[config.mk]
export PLATFORM = sky130hd
export DESIGN_NAME = rf_wb_arbiter
export DESIGN_NICKNAME = d
export VERILOG_FILES = /design/src/rtl/rf_wb_arbiter.sv
export SDC_FILE = /design/constraint.sdc
export NUM_CORES = 1
export LEC_CHECK = 0
export BUFFER_PORTS_ARGS = -buffer_cell sky130_fd_sc_hd__buf_2
export CAP_MARGIN = 5
export CORE_ASPECT_RATIO = 1.2
export CORE_UTILIZATION = 50
export DETAILED_ROUTE_END_ITERATION = 6
export GPL_ROUTABILITY_DRIVEN = 0
export GPL_TIMING_DRIVEN = 0
export PLACE_DENSITY = 0.89
export SYNTH_ARGS = -nofsm -noshare
export SYNTH_HDL_FRONTEND = slang
export SYNTH_SLANG_ARGS = --single-unit
export TNS_END_PERCENT = 50
[constraint.sdc]
create_clock -name i_clk -period 1.81 [get_ports i_clk]
set_input_delay 0.0905 -clock i_clk [delete_from_list [all_inputs] [get_ports i_clk]]
set_output_delay 0.0905 -clock i_clk [all_outputs]
set_load 0.02 [all_outputs]
[src/rtl/rf_wb_arbiter.sv]
// Round-robin arbiter for the single register-file write port plus a per-register busy scoreboard.
// Accept-to-write latency is one cycle; a loser is held off by READY low until it wins.
module rf_wb_arbiter #(
    parameter int DW = 32,
    parameter int AW = 5
) (
    input  logic          i_clk,
    input  logic          i_rst_n,
    input  logic          i_req0_valid,
    input  logic [AW-1:0] i_req0_addr,
    input  logic [DW-1:0] i_req0_data,
    output logic          o_req0_ready,
    input  logic          i_req1_valid,
    input  logic [AW-1:0] i_req1_addr,
    input  logic [DW-1:0] i_req1_data,
    output logic          o_req1_ready,
    input  logic          i_issue_valid,
    input  logic [AW-1:0] i_issue_addr,
    output logic          o_issue_ready,
    input  logic [AW-1:0] i_rs1,
    input  logic [AW-1:0] i_rs2,
    output logic          o_rs1_busy,
    output logic          o_rs2_busy,
    output logic          o_rf_we,
    output logic [AW-1:0] o_rf_a3,
    output logic [DW-1:0] o_rf_wd3
);
    localparam int NREG = 2 ** AW;

    logic            r_last_gnt;
    logic [NREG-1:0] r_busy;
    logic            r_rf_we;
    logic [AW-1:0]   r_rf_a3;
    logic [DW-1:0]   r_rf_wd3;

    logic            w_gnt0;
    logic            w_gnt1;
    logic            w_xfer;
    logic [AW-1:0]   w_addr;
    logic [DW-1:0]   w_data;
    logic            w_issue_set;
    logic [NREG-1:0] w_busy_nxt;

    // r_last_gnt=1 means requester 1 won most recently, so requester 0 has priority on a tie
    assign w_gnt0 = i_req0_valid & (~i_req1_valid | r_last_gnt);
    assign w_gnt1 = i_req1_valid & (~i_req0_valid | ~r_last_gnt);
    assign w_xfer = w_gnt0 | w_gnt1;
    assign w_addr = w_gnt1 ? i_req1_addr : i_req0_addr;
    assign w_data = w_gnt1 ? i_req1_data : i_req0_data;

    assign o_req0_ready  = w_gnt0;
    assign o_req1_ready  = w_gnt1;
    assign o_issue_ready = (i_issue_addr == '0) | ~r_busy[i_issue_addr];
    assign w_issue_set   = i_issue_valid & o_issue_ready & (i_issue_addr != '0);
    assign o_rs1_busy    = r_busy[i_rs1];
    assign o_rs2_busy    = r_busy[i_rs2];
    assign o_rf_we       = r_rf_we;
    assign o_rf_a3       = r_rf_a3;
    assign o_rf_wd3      = r_rf_wd3;

    // Clear applied before set so a new producer issued on the landing edge stays tracked
    always_comb begin
        w_busy_nxt = r_busy;
        if (r_rf_we) begin
            w_busy_nxt[r_rf_a3] = 1'b0;
        end
        if (w_issue_set) begin
            w_busy_nxt[i_issue_addr] = 1'b1;
        end
        w_busy_nxt[0] = 1'b0;
    end

    always_ff @(posedge i_clk or negedge i_rst_n) begin
        if (!i_rst_n) begin
            r_last_gnt <= 1'b1;
            r_busy     <= '0;
            r_rf_we    <= 1'b0;
            r_rf_a3    <= '0;
            r_rf_wd3   <= '0;
        end else begin
            r_busy  <= w_busy_nxt;
            r_rf_we <= w_xfer & (w_addr != '0);
            if (w_xfer) begin
                r_last_gnt <= w_gnt1;
                r_rf_a3    <= w_addr;
                r_rf_wd3   <= w_data;
            end
        end
    end
endmodule

# == Yosys cells after proc, flatten, opt, wreduce, memory -nomap -nowiden ==
# Index checks and enable logic that the tools add are counted.
# word_totals
ff_bits,70
input_bits,94
output_inout_bits,43
# classes
n_reduce_logical,5
n_bitwise,16
muxes,14
order_cmp,6
# op_table
op,n
32-bit two-way mux,3
32-bit bitwise AND,1
32-bit NOT,1
32-bit OR,1
"5-bit by 6-bit < comparator with 1-bit output, second input constant",4
1-bit binary-select mux with 5-bit select,3
1-bit demux with 5-bit select,2
"5-bit by 1-bit greater-or-equal comparator with 1-bit output, second input constant",2
5-bit nonzero test,2
1-bit bitwise AND,5
5-bit logical NOT,1
1-bit two-way mux,5
5-bit two-way mux,1
1-bit NOT,4
1-bit OR,4
1-bit logical AND,2

# == Longest topological paths before layout ==
# Gate-level depths: netlist (run 1).
# depth
ltp_word,9
depth_mapped,7
depth_no_buf,6

# == Least setup slack after synthesis (run 1) ==
# OpenSTA, ideal clock, no wires.
# synth_timing
path_kind,reg2out
startpoint,register r_busy[31]
endpoint,output o_issue_ready
path_slack_ns,-0.002
t_arrival_ns,1.722
required_time_ns,1.719
stages_incl_launch_ff,5
path_cell_list,dfrtp_1 > mux4_2 > mux2_2 > a22o_1 > a221oi_2
# synth_between
elab_chain_cells,4
# synth_rtl
item,line,source
start: declaration,31,logic [NREG-1:0] r_busy;
start signal: assignment,81,r_busy <= w_busy_nxt;
1-bit binary-select mux with 5-bit select,53,assign o_issue_ready = (i_issue_addr == '0) | ~r_busy[i_issue_addr];
1-bit two-way mux (not written as such),53,
1-bit NOT,53,
1-bit OR,53,
end: declaration,19,"output logic o_issue_ready,"
# Every way passes these cells. The select of a mux whose other input is x is not followed.

# == Worst setup path after layout (run 1) ==
# layout_timing
startpoint,register r_busy[29]
endpoint,output o_issue_ready
# The elaborated chain is that of the path after synthesis.

==> results.txt, run 1 <==
outcome - finished, violations left
failing checks - negative setup slack
f_max - 0.440 GHz
drt first pass iters - 5
Logic pwr share - 36.8%
Worst EP arrival - 2180 ps
Die Area - 8720 um2
number of flops mapped to enable cells by yosys - 0
simple-gate portion of the synthesized area - 17.3%
Seq cells post-synth - 70
# clock sinks - 70
IO Count - 137
Yosys top cell area share - 41.3%
routed length per instance - 20.6 um
Clock Skew - 7.92 ps
gr ovfl total - 0
sequential share of the synthesized area - 42.0%
via count - 4835
# rows - 36
number of cells after detailed placement - 682
Tcrit/Tclk final - 126%
PortBufs - 130
CTS tree - built
core area - 8110 um2
CP Launch Type - flop
top_reg_cell synth - dfrtp_1
layout cell share with drive strength beyond 1 - 29.9%
measured slew at the worst slew-check pin - 890 ps
fin crit period - 2270 ps
final hold vios - 0
CP Max Fanout - 4
clock buffer depth - 2
synth-to-layout area growth - 38.2%
overall power - 6310 uW
H-tree lvl count - 3
post-synthesis compound-gate area fraction - 23.3%
Synth Area in XOR/XNOR - 0%
Post-Synth Adder-Cell Area - 0%
Netlist cell types - 39
post-synth net total - 551
DP HPWL - 9350 um
DRC violations left - 0
P_sw - 2270 uW
antenna violations before repair - 0
RSZ-0062 raised after global routing - true
root buf cell - clkbuf_8
max_cap viols - 0
Yosys warnings - 0
post-synthesis mux area share - 14.3%
DP Area - 4960 um2
largest net degree at the start of global routing - 71
vias per cell - 6.42
async set-reset flop share out of synthesis - 100%
top cells by area, synth - dfrtp_1 (41%), o21ai_0 (11%), mux4_2 (9.2%)
vias in the first global route - 4958
main combinational cell family by area after synthesis - compound AO/OA/AOI/OAI gates
Seq pwr share - 39.3%
Commonest cells post-synth - o21ai_0 (94), a21oi_1 (69), dfrtp_1 (69)
Req. time, crit path - 1720 ps
clock-pin slew on the worst setup and hold paths - 80 ps
Layout Nets - 747
Final Cell Area - 5770 um2
critical path class - reg -> out
Setup violations, final - 3
post-route insts no fill - 753
Post-Syn Area - 4180 um2
Die H - 102 um
worst setup margin - -462 ps
Peak supply drop - 0.560 mV
latest clock arrival within the worst-skew pair - 360 ps
worst hold path type - in -> reg
wire length of the first global-routing pass - 24200 um
Antenna Cells - 0
Rel. slew slack - 40.6%
largest area contributor in the netlist - dfrtp_1
Leakage - 0.00251 uW
initial DRC count - 463
post-place setup slack - -153 ps
Clock power frac - 23.9%
post-route ant nets - 0
final wirelength - 15500 um
crit end category - output port
switch share - 35.9%
Max Slew Vio Count - 0
Internal - 4050 uW
most frequent cell after synthesis - o21ai_0
CTS Buf Count - 9
Post-Syn Area per Cell - 9.14 um2
Post-Synthesis Cells - 457
initial core utilization - 51.5%
Power Density - 1090 nW/um2
Chip Width - 85.4 um
All-Layer GR Usage - 36.2%
-- stage by stage --
stage,hold WS (ps),util [%],setup TNS [ps]
finish,3.55,71.2,-888
global route,5.98,71.2,-1130
CTS,0.277,70.8,-872
detailed placement,274,61.2,-2360
global placement,305,61.1,-1490
floorplan,-205,-,0
-- layout make-up --
| cell class | instances | area [um2] |
|---|---|---|
| buffer | 28 | 121 |
| clock buffer | 13 | 169 |
| clock inverter | 3 | 65.1 |
| fill | 566 | 2330 |
| inverter | 4 | 17.5 |
| multi-input combinational | 355 | 2330 |
| sequential | 70 | 1750 |
| tap | 95 | 119 |
| timing repair buffer | 185 | 1200 |
-- flip-flops by register name, summed over array words and instances, names as in the netlist --
register and flops:
o_rf_we 1, r_busy 31, o_rf_wd3 32, o_rf_a3 5, r_last_gnt 1
-- per-layer routing --
metal / track usage (%) / routed length (um) / vias up / part of all wire, %
li1: - / - / 2076 / -
met1: 40.9 / 5520 / 2285 / 36
met2: 63.8 / 7720 / 393 / 50
met3: 7.84 / 1540 / 81 / 9.9
met4: 20.9 / 751 / 0 / 4.8
met5: 0 / 0 / - / 0
-- power by group through the flow --
stage	registers, uW	logic (uW)	clock network, uW
detailed placement	2500	1950	0
CTS	2450	2190	1500
global placement	2450	1860	0
finish	2480	2320	1510
global route	2530	2490	1550
floorplan	2490	1240	0
-- cells in the final DEF (no fill, tap or decap), types with 3 or more instances in the layout --
cell	instances
or3b_2	4
a21oi_1	69
or3_1	4
nor3_1	3
clkbuf_1	23
o22ai_1	6
o21ai_0	94
nand2b_1	34
buf_6	3
nand3_1	7
mux4_2	17
nand3b_1	12
clkbuf_8	12
inv_1	3
dlygate4sd3_1	48
mux2i_1	9
dfrtp_1	69
nand2_1	40
buf_2	129
o31ai_1	3
mux2_2	10
nor2_1	19
buf_4	9
-- logic make-up (layout without fill, tap and decap cells) --
group / after synthesis / count (layout)
buffers and inverters: 32 / 233
multiplexers: 37 / 37
AO/OA/AOI/OAI: 183 / 183
AND/OR/NAND/NOR: 135 / 135
flip-flops: 70 / 70
-- worst max-delay path, stage by stage (launching register included) --
cell and delay, ps:
dfrtp_1 410, mux4_2 480, mux2_4 280, a22o_1 220
a221oi_4 290, buf_6 150
-- final timing paths --
check,startpoint,end,slack [ps],cells after the start
max reg2reg,r_busy[19]$_DFF_PN0_,r_busy[17]$_DFF_PN0_,140,3
max,r_busy[29]$_DFF_PN0_,o_issue_ready,-460,5
min,i_req1_data[6],o_rf_wd3[6]$_DFFE_PN0P_,4,3
max in group asynchronous,i_rst_n,r_busy[5]$_DFF_PN0_,830,2
min in group asynchronous,i_rst_n,r_busy[3]$_DFF_PN0_,400,2
min reg2reg,r_busy[19]$_DFF_PN0_,r_busy[19]$_DFF_PN0_,560,2
-- repair_timing --
item,4_1_cts,5_1_grt
endpoints found under the setup margin,33,14
hold buffers,48,0
hold endpoints to repair,106,0
buffers inserted,6,2
resized for setup,10,9
pin swaps,4,4
Note: power is estimated with default switching activity, not from simulation.
==> inputs of run 2 (changes only) <==
--- a/config.mk
+++ b/config.mk
@@ -5,14 +5,14 @@
 export SDC_FILE = /design/constraint.sdc
 export NUM_CORES = 1
 export LEC_CHECK = 0
-export BUFFER_PORTS_ARGS = -buffer_cell sky130_fd_sc_hd__buf_2
 export CAP_MARGIN = 5
 export CORE_ASPECT_RATIO = 1.2
 export CORE_UTILIZATION = 50
 export DETAILED_ROUTE_END_ITERATION = 6
+export DONT_BUFFER_PORTS = 1
 export GPL_ROUTABILITY_DRIVEN = 0
 export GPL_TIMING_DRIVEN = 0
-export PLACE_DENSITY = 0.89
+export PLACE_DENSITY = 0.75
 export SYNTH_ARGS = -nofsm -noshare
 export SYNTH_HDL_FRONTEND = slang
 export SYNTH_SLANG_ARGS = --single-unit
==> run 2 against run 1 <==
The run still ends with negative setup slack left. Maximum frequency increased by 3.9%. Clock-buffer cell count increased by 2. Critical endpoint unchanged. Clock skew increased by 9.1 ps. Largest cell class unchanged. Sequential share of layout area increased by 1.8 points. Clock power decreased by 20%. Critical path type unchanged. Worst hold slack improved by 36 ps. Register-to-register slack got worse by 150 ps. Final cell count decreased by 13%. Core utilization decreased by 4.0 points. Via count decreased by 11%. Routed wire length decreased by 9.6%.
==> results.txt, run 2 (synthesis gave the netlist of run 1 again) <==
Layout Nets - 652
DRC violations left - 0
synth-to-layout area growth - 30.4%
routed length per instance - 21.3 um
largest net degree at the start of global routing - 71
Rel. slew slack - 57.3%
Antenna Cells - 0
IO Count - 137
failing checks - negative setup slack
PortBufs - 0
worst setup margin - -377 ps
WHS Endpoint - o_rf_a3[1]$_DFFE_PN0P_
core area - 8110 um2
Clock Skew - 17.0 ps
Worst R2R Setup Slack - -10 ps
Finished Core Util - 67.2%
RSZ-0062 raised after global routing - true
path depth of the worst reg2reg path - 6
Power Density - 1070 nW/um2
vias in the first global route - 4377
clock buffer depth - 2
CTS Buf Count - 9
Reg-to-Reg End - o_rf_a3[0]$_DFFE_PN0P_
DP Area - 4310 um2
All-Layer GR Usage - 32.4%
Tcrit/Tclk final - 121%
CP Launch Type - flop
f_max - 0.457 GHz
fin crit period - 2190 ps
final hold vios - 0
H-tree lvl count - 3
# clock sinks - 70
antenna violations before repair - 0
vias per cell - 6.58
Leakage - 0.00213 uW
commonest non-fill, non-tap cell in the layout - o21ai_0
fillers - 606
Peak supply drop - 0.594 mV
overall power - 5810 uW
drt first pass iters - 5
max_cap viols - 0
via count - 4327
Critical-path top delay cell - mux4_2
CTS tree - built
commonest cells after routing, fill and taps aside - o21ai_0 (94), dlygate4sd3_1 (81), a21oi_1 (69), dfrtp_1 (69), nand2_1 (39)
worst hold path type - in -> reg
latest clock arrival within the worst-skew pair - 350 ps
Die H - 102 um
cell count of the worst hold path - 3
final hold slack - 39.3 ps
critical path class - reg -> out
crit path cell chain - mux4_2 -> mux2_4 -> a22o_1 -> a221oi_4
Fin Setup TNS - -582 ps
crit end category - output port
Chip Width - 85.4 um
gr ovfl total - 0
outcome - finished, violations left
Worst R2R Start - r_last_gnt$_DFFE_PN1P_
Max Slew Vio Count - 0
root buf cell - clkbuf_8
Crit path largest cell delay - 470 ps
wire length of the first global-routing pass - 21700 um
Worst Hold Launch - i_req1_addr[1]
max reg flops - 32
# rows - 36
clock-pin slew on the worst setup and hold paths - 80 ps
Worst EP arrival - 2100 ps
Die Area - 8720 um2
Setup violations, final - 4
final wirelength - 14000 um
CP Max Fanout - 2
post-route ant nets - 0
initial core utilization - 51.5%
Final Cell Area - 5450 um2
layout cell share with drive strength beyond 1 - 12.4%
measured slew at the worst slew-check pin - 639 ps
Req. time, crit path - 1720 ps
initial DRC count - 290
DP HPWL - 8370 um
## run 2: changes by cell type in the layout (fill, tap and decap cells not counted), sizes merged
cell	delta
clkbuf	+2
buf	-128
dlygate4sd3	+33
bufinv	-2
## run 2: area by class of cell
cell class	instances	area, um2	area share, %
Multi-Input combinational cell	355	2350	43.2
Sequential cell	70	1750	32.2
Timing Repair Buffer	90	902	16.6
Clock buffer	15	176	3.24
Buffer	28	124	2.27
Tap cell	95	119	2.18
Inverter	4	15.0	0.276
Clock inverter	1	5.00	0.0919
## run 2: per-layer routing
metal | up-vias | wire length (um) | GRT usage (%) | share of wire, %
met2 | 278 | 7090 | 57.1 | 50
met3 | 59 | 1310 | 8.89 | 9.3
met5 | - | 0 | 0 | 0
li1 | 1879 | - | - | -
met4 | 0 | 532 | 14.6 | 3.8
met1 | 2111 | 5120 | 37.0 | 36
## run 2: metrics by stage
stage / setup slack [ps] / std cells
final: -377 / 658
after detailed placement: -250 / 552
after CTS: -385 / 657
after global routing: -432 / 658
after floorplan: 39.2 / 457
after global placement: -215 / 552
## run 2: how the worst max path moves through the flow
| stage | cells after the start | endpoint | slack (ps) | from |
|---|---|---|---|---|
| floorplan | 4 | o_issue_ready | 40 | r_busy[31]$_DFF_PN0_ |
| global placement | 7 | o_rf_wd3[24]$_DFFE_PN0P_ | -220 | r_last_gnt$_DFFE_PN1P_ |
| detailed placement | 7 | o_rf_wd3[24]$_DFFE_PN0P_ | -250 | r_last_gnt$_DFFE_PN1P_ |
| CTS | 4 | o_issue_ready | -390 | r_busy[27]$_DFF_PN0_ |
| global route | 4 | o_issue_ready | -430 | r_busy[27]$_DFF_PN0_ |
| finish | 4 | o_issue_ready | -380 | r_busy[30]$_DFF_PN0_ |
## run 2: repair_timing
| action | CTS | global route |
|---|---|---|
| pin swaps | 2 | 0 |
| setup endpoints to repair | 33 | 17 |
| resized for setup | 10 | 11 |
| hold buffers | 81 | 1 |
| buffers inserted | 8 | 0 |
| hold endpoints to repair | 111 | 1 |
| cloned | 0 | 0 |
## run 2: worst max-delay path, delay by kind of cell, from the launching register on
kind,cells,cell delay (ps)
muxes,2,740
DFF,1,390
AOI/OAI and AO/OA,2,610
## run 2: power breakdown
| group | internal (uW) | switching, uW | leakage [uW] |
|---|---|---|---|
| combinational | 1040 | 935 | 0.00121 |
| clock | 611 | 596 | 0.0000937 |
| sequential | 2030 | 595 | 0.000831 |
==> inputs of run 3 (changes only) <==
--- a/config.mk
+++ b/config.mk
@@ -13,6 +13,7 @@
 export GPL_ROUTABILITY_DRIVEN = 0
 export GPL_TIMING_DRIVEN = 0
 export PLACE_DENSITY = 0.75
+export REMOVE_ABC_BUFFERS = 1
 export SYNTH_ARGS = -nofsm -noshare
 export SYNTH_HDL_FRONTEND = slang
 export SYNTH_SLANG_ARGS = --single-unit
==> run 3 against run 2 <==
The run still ends with negative setup slack left. Sequential power about the same. Worst setup slack worse by 57 ps. Flip-flop and latch count did not move. Via count decreased by 3.4%. Sequential share of layout area down 0.16 points. First-iteration DRC count up 24%. Worst hold slack got worse by 25 ps. Final cell count is 2.3% lower. Final area grew 0.71%. Clock skew down 5.2 ps. Non-clock buffer count decreased by 18. Critical path type unchanged. Largest power group unchanged.
==> results.txt, run 3 (synthesis gave the netlist of run 1 again) <==
GR peak layer - met2
cell count of the worst hold path - 3
Crit path largest cell delay - 500 ps
Storage cell area - 1760 um2
met2 usage - 54.6%
Worst R2R Start - r_last_gnt$_DFFE_PN1P_
Fin Setup TNS - -678 ps
Antenna Cells - 0
crit end category - output port
Peak supply drop - 0.634 mV
DP Area - 4180 um2
f_max - 0.446 GHz
measured slew at the worst slew-check pin - 1240 ps
antenna violations before repair - 0
core area - 8110 um2
Worst R2R Setup Slack - 40 ps
max reg flops - 32
Final Cell Area - 5490 um2
WHS Endpoint - r_busy[11]$_DFF_PN0_
commonest non-fill, non-tap cell in the layout - o21ai_0
overall power - 5740 uW
final hold vios - 0
largest net degree at the start of global routing - 71
final hold slack - 14.7 ps
CTS tree - built
Die Area - 8720 um2
via count - 4182
Chip Width - 85.4 um
vias in the first global route - 4242
CTS Buf Count - 9
critical path class - reg -> out
# clock sinks - 70
routed length per instance - 21.3 um
outcome - finished, violations left
initial DRC count - 359
Die H - 102 um
area of the multi-input gates - 2370 um2
Leakage - 0.00213 uW
Finished Core Util - 67.7%
crit path cell chain - mux4_2 -> mux2_4 -> a22o_1 -> a221oi_4
CP Launch Type - flop
Max Slew Vio Count - 0
Clock Skew - 11.8 ps
Tcrit/Tclk final - 124%
M1 GR Usage - 37.3%
post-route ant nets - 0
DP HPWL - 7370 um
Power Density - 1050 nW/um2
commonest cells after routing, fill and taps aside - o21ai_0 (94), dlygate4sd3_1 (79), a21oi_1 (69), dfrtp_1 (69), nand2_1 (38)
wire length of the first global-routing pass - 21000 um
root buf cell - clkbuf_8
fin crit period - 2240 ps
DRC violations left - 0
vias per cell - 6.50
# rows - 36
latest clock arrival within the worst-skew pair - 340 ps
failing checks - negative setup slack
CP Max Fanout - 2
clock buffer depth - 2
IO Count - 137
gr ovfl total - 0
final wirelength - 13700 um
worst hold path type - in -> reg
Setup violations, final - 3
synth-to-layout area growth - 31.3%
Req. time, crit path - 1720 ps
H-tree lvl count - 3
All-Layer GR Usage - 31.5%
M3 GR Usage - 8.97%
WP buf/inv - 0
Reg-to-Reg End - o_rf_we$_DFF_PN0_
fillers - 587
path depth of the worst reg2reg path - 3
worst setup margin - -434 ps
clock-pin slew on the worst setup and hold paths - 80 ps
Worst Hold Launch - i_issue_addr[2]
max_cap viols - 0
initial core utilization - 51.5%
layout cell share with drive strength beyond 1 - 15.0%
Critical-path top delay cell - mux4_2
Rel. slew slack - 17.5%
Layout Nets - 637
RSZ-0062 raised after global routing - true
Worst EP arrival - 2150 ps
PortBufs - 0
drt first pass iters - 5
Crit path max-delay family - multiplexers
run 3: final cells by class:
cell class,count,share of cell area [%]
Sequential cell,70,32.0
Timing Repair inverter,3,0.365
Clock inverter,6,0.867
Inverter,4,0.342
Clock buffer,10,2.33
Multi-Input combinational cell,355,43.3
Tap cell,95,2.17
Timing Repair Buffer,100,18.6
run 3: report_power, final:
part / internal [uW] / leakage (uW) / switching, uW / total [uW]
Clock: 507 / 0.0000868 / 611 / 1120
Combinational: 1080 / 0.00122 / 923 / 2000
Sequential: 2030 / 0.000831 / 592 / 2630
Total: 3620 / 0.00213 / 2130 / 5740
run 3: worst max path at each step:
stage | cells past startpoint | slack [ps] | to | start
after floorplan | 6 | -180 | o_rf_wd3[0]$_DFFE_PN0P_ | r_last_gnt$_DFFE_PN1P_
after global placement | 6 | -760 | o_rf_wd3[3]$_DFFE_PN0P_ | r_last_gnt$_DFFE_PN1P_
after detailed placement | 6 | -810 | o_rf_wd3[16]$_DFFE_PN0P_ | r_last_gnt$_DFFE_PN1P_
after CTS | 4 | -420 | o_issue_ready | r_busy[25]$_DFF_PN0_
after global routing | 4 | -490 | o_issue_ready | r_busy[25]$_DFF_PN0_
final | 4 | -430 | o_issue_ready | r_busy[31]$_DFF_PN0_
run 3: layer usage:
layer  wire length (um)  part of all wire [%]  vias to the layer above
met5                  0                     0                        -
met4                297                   2.2                        0
met3               1450                    11                       31
met2               6990                    51                      291
met1               4990                    36                     2006
li1                   -                     -                     1854
run 3: worst min-delay path: cells and delay by family:
kind | cells | cell delay, ps
and+or+nand+nor | 2 | 150
AOI/OAI and AO/OA | 1 | 80
run 3: timing repair:
action                                  4_1_cts  5_1_grt
hold endpoints to repair                    119        0
pin swaps                                     3        5
cloned                                        3        0
gates resized for setup                      13        8
setup buffers                                14        5
hold buffers                                 82        0
endpoints found under the setup margin       37       24
run 3: per-stage QoR:
stage	setup WS, ps	cells
6_report	-434	643
5_1_grt	-486	643
4_1_cts	-423	639
3_5_place_dp	-814	524
3_3_place_gp	-760	524
2_1_floorplan	-177	429
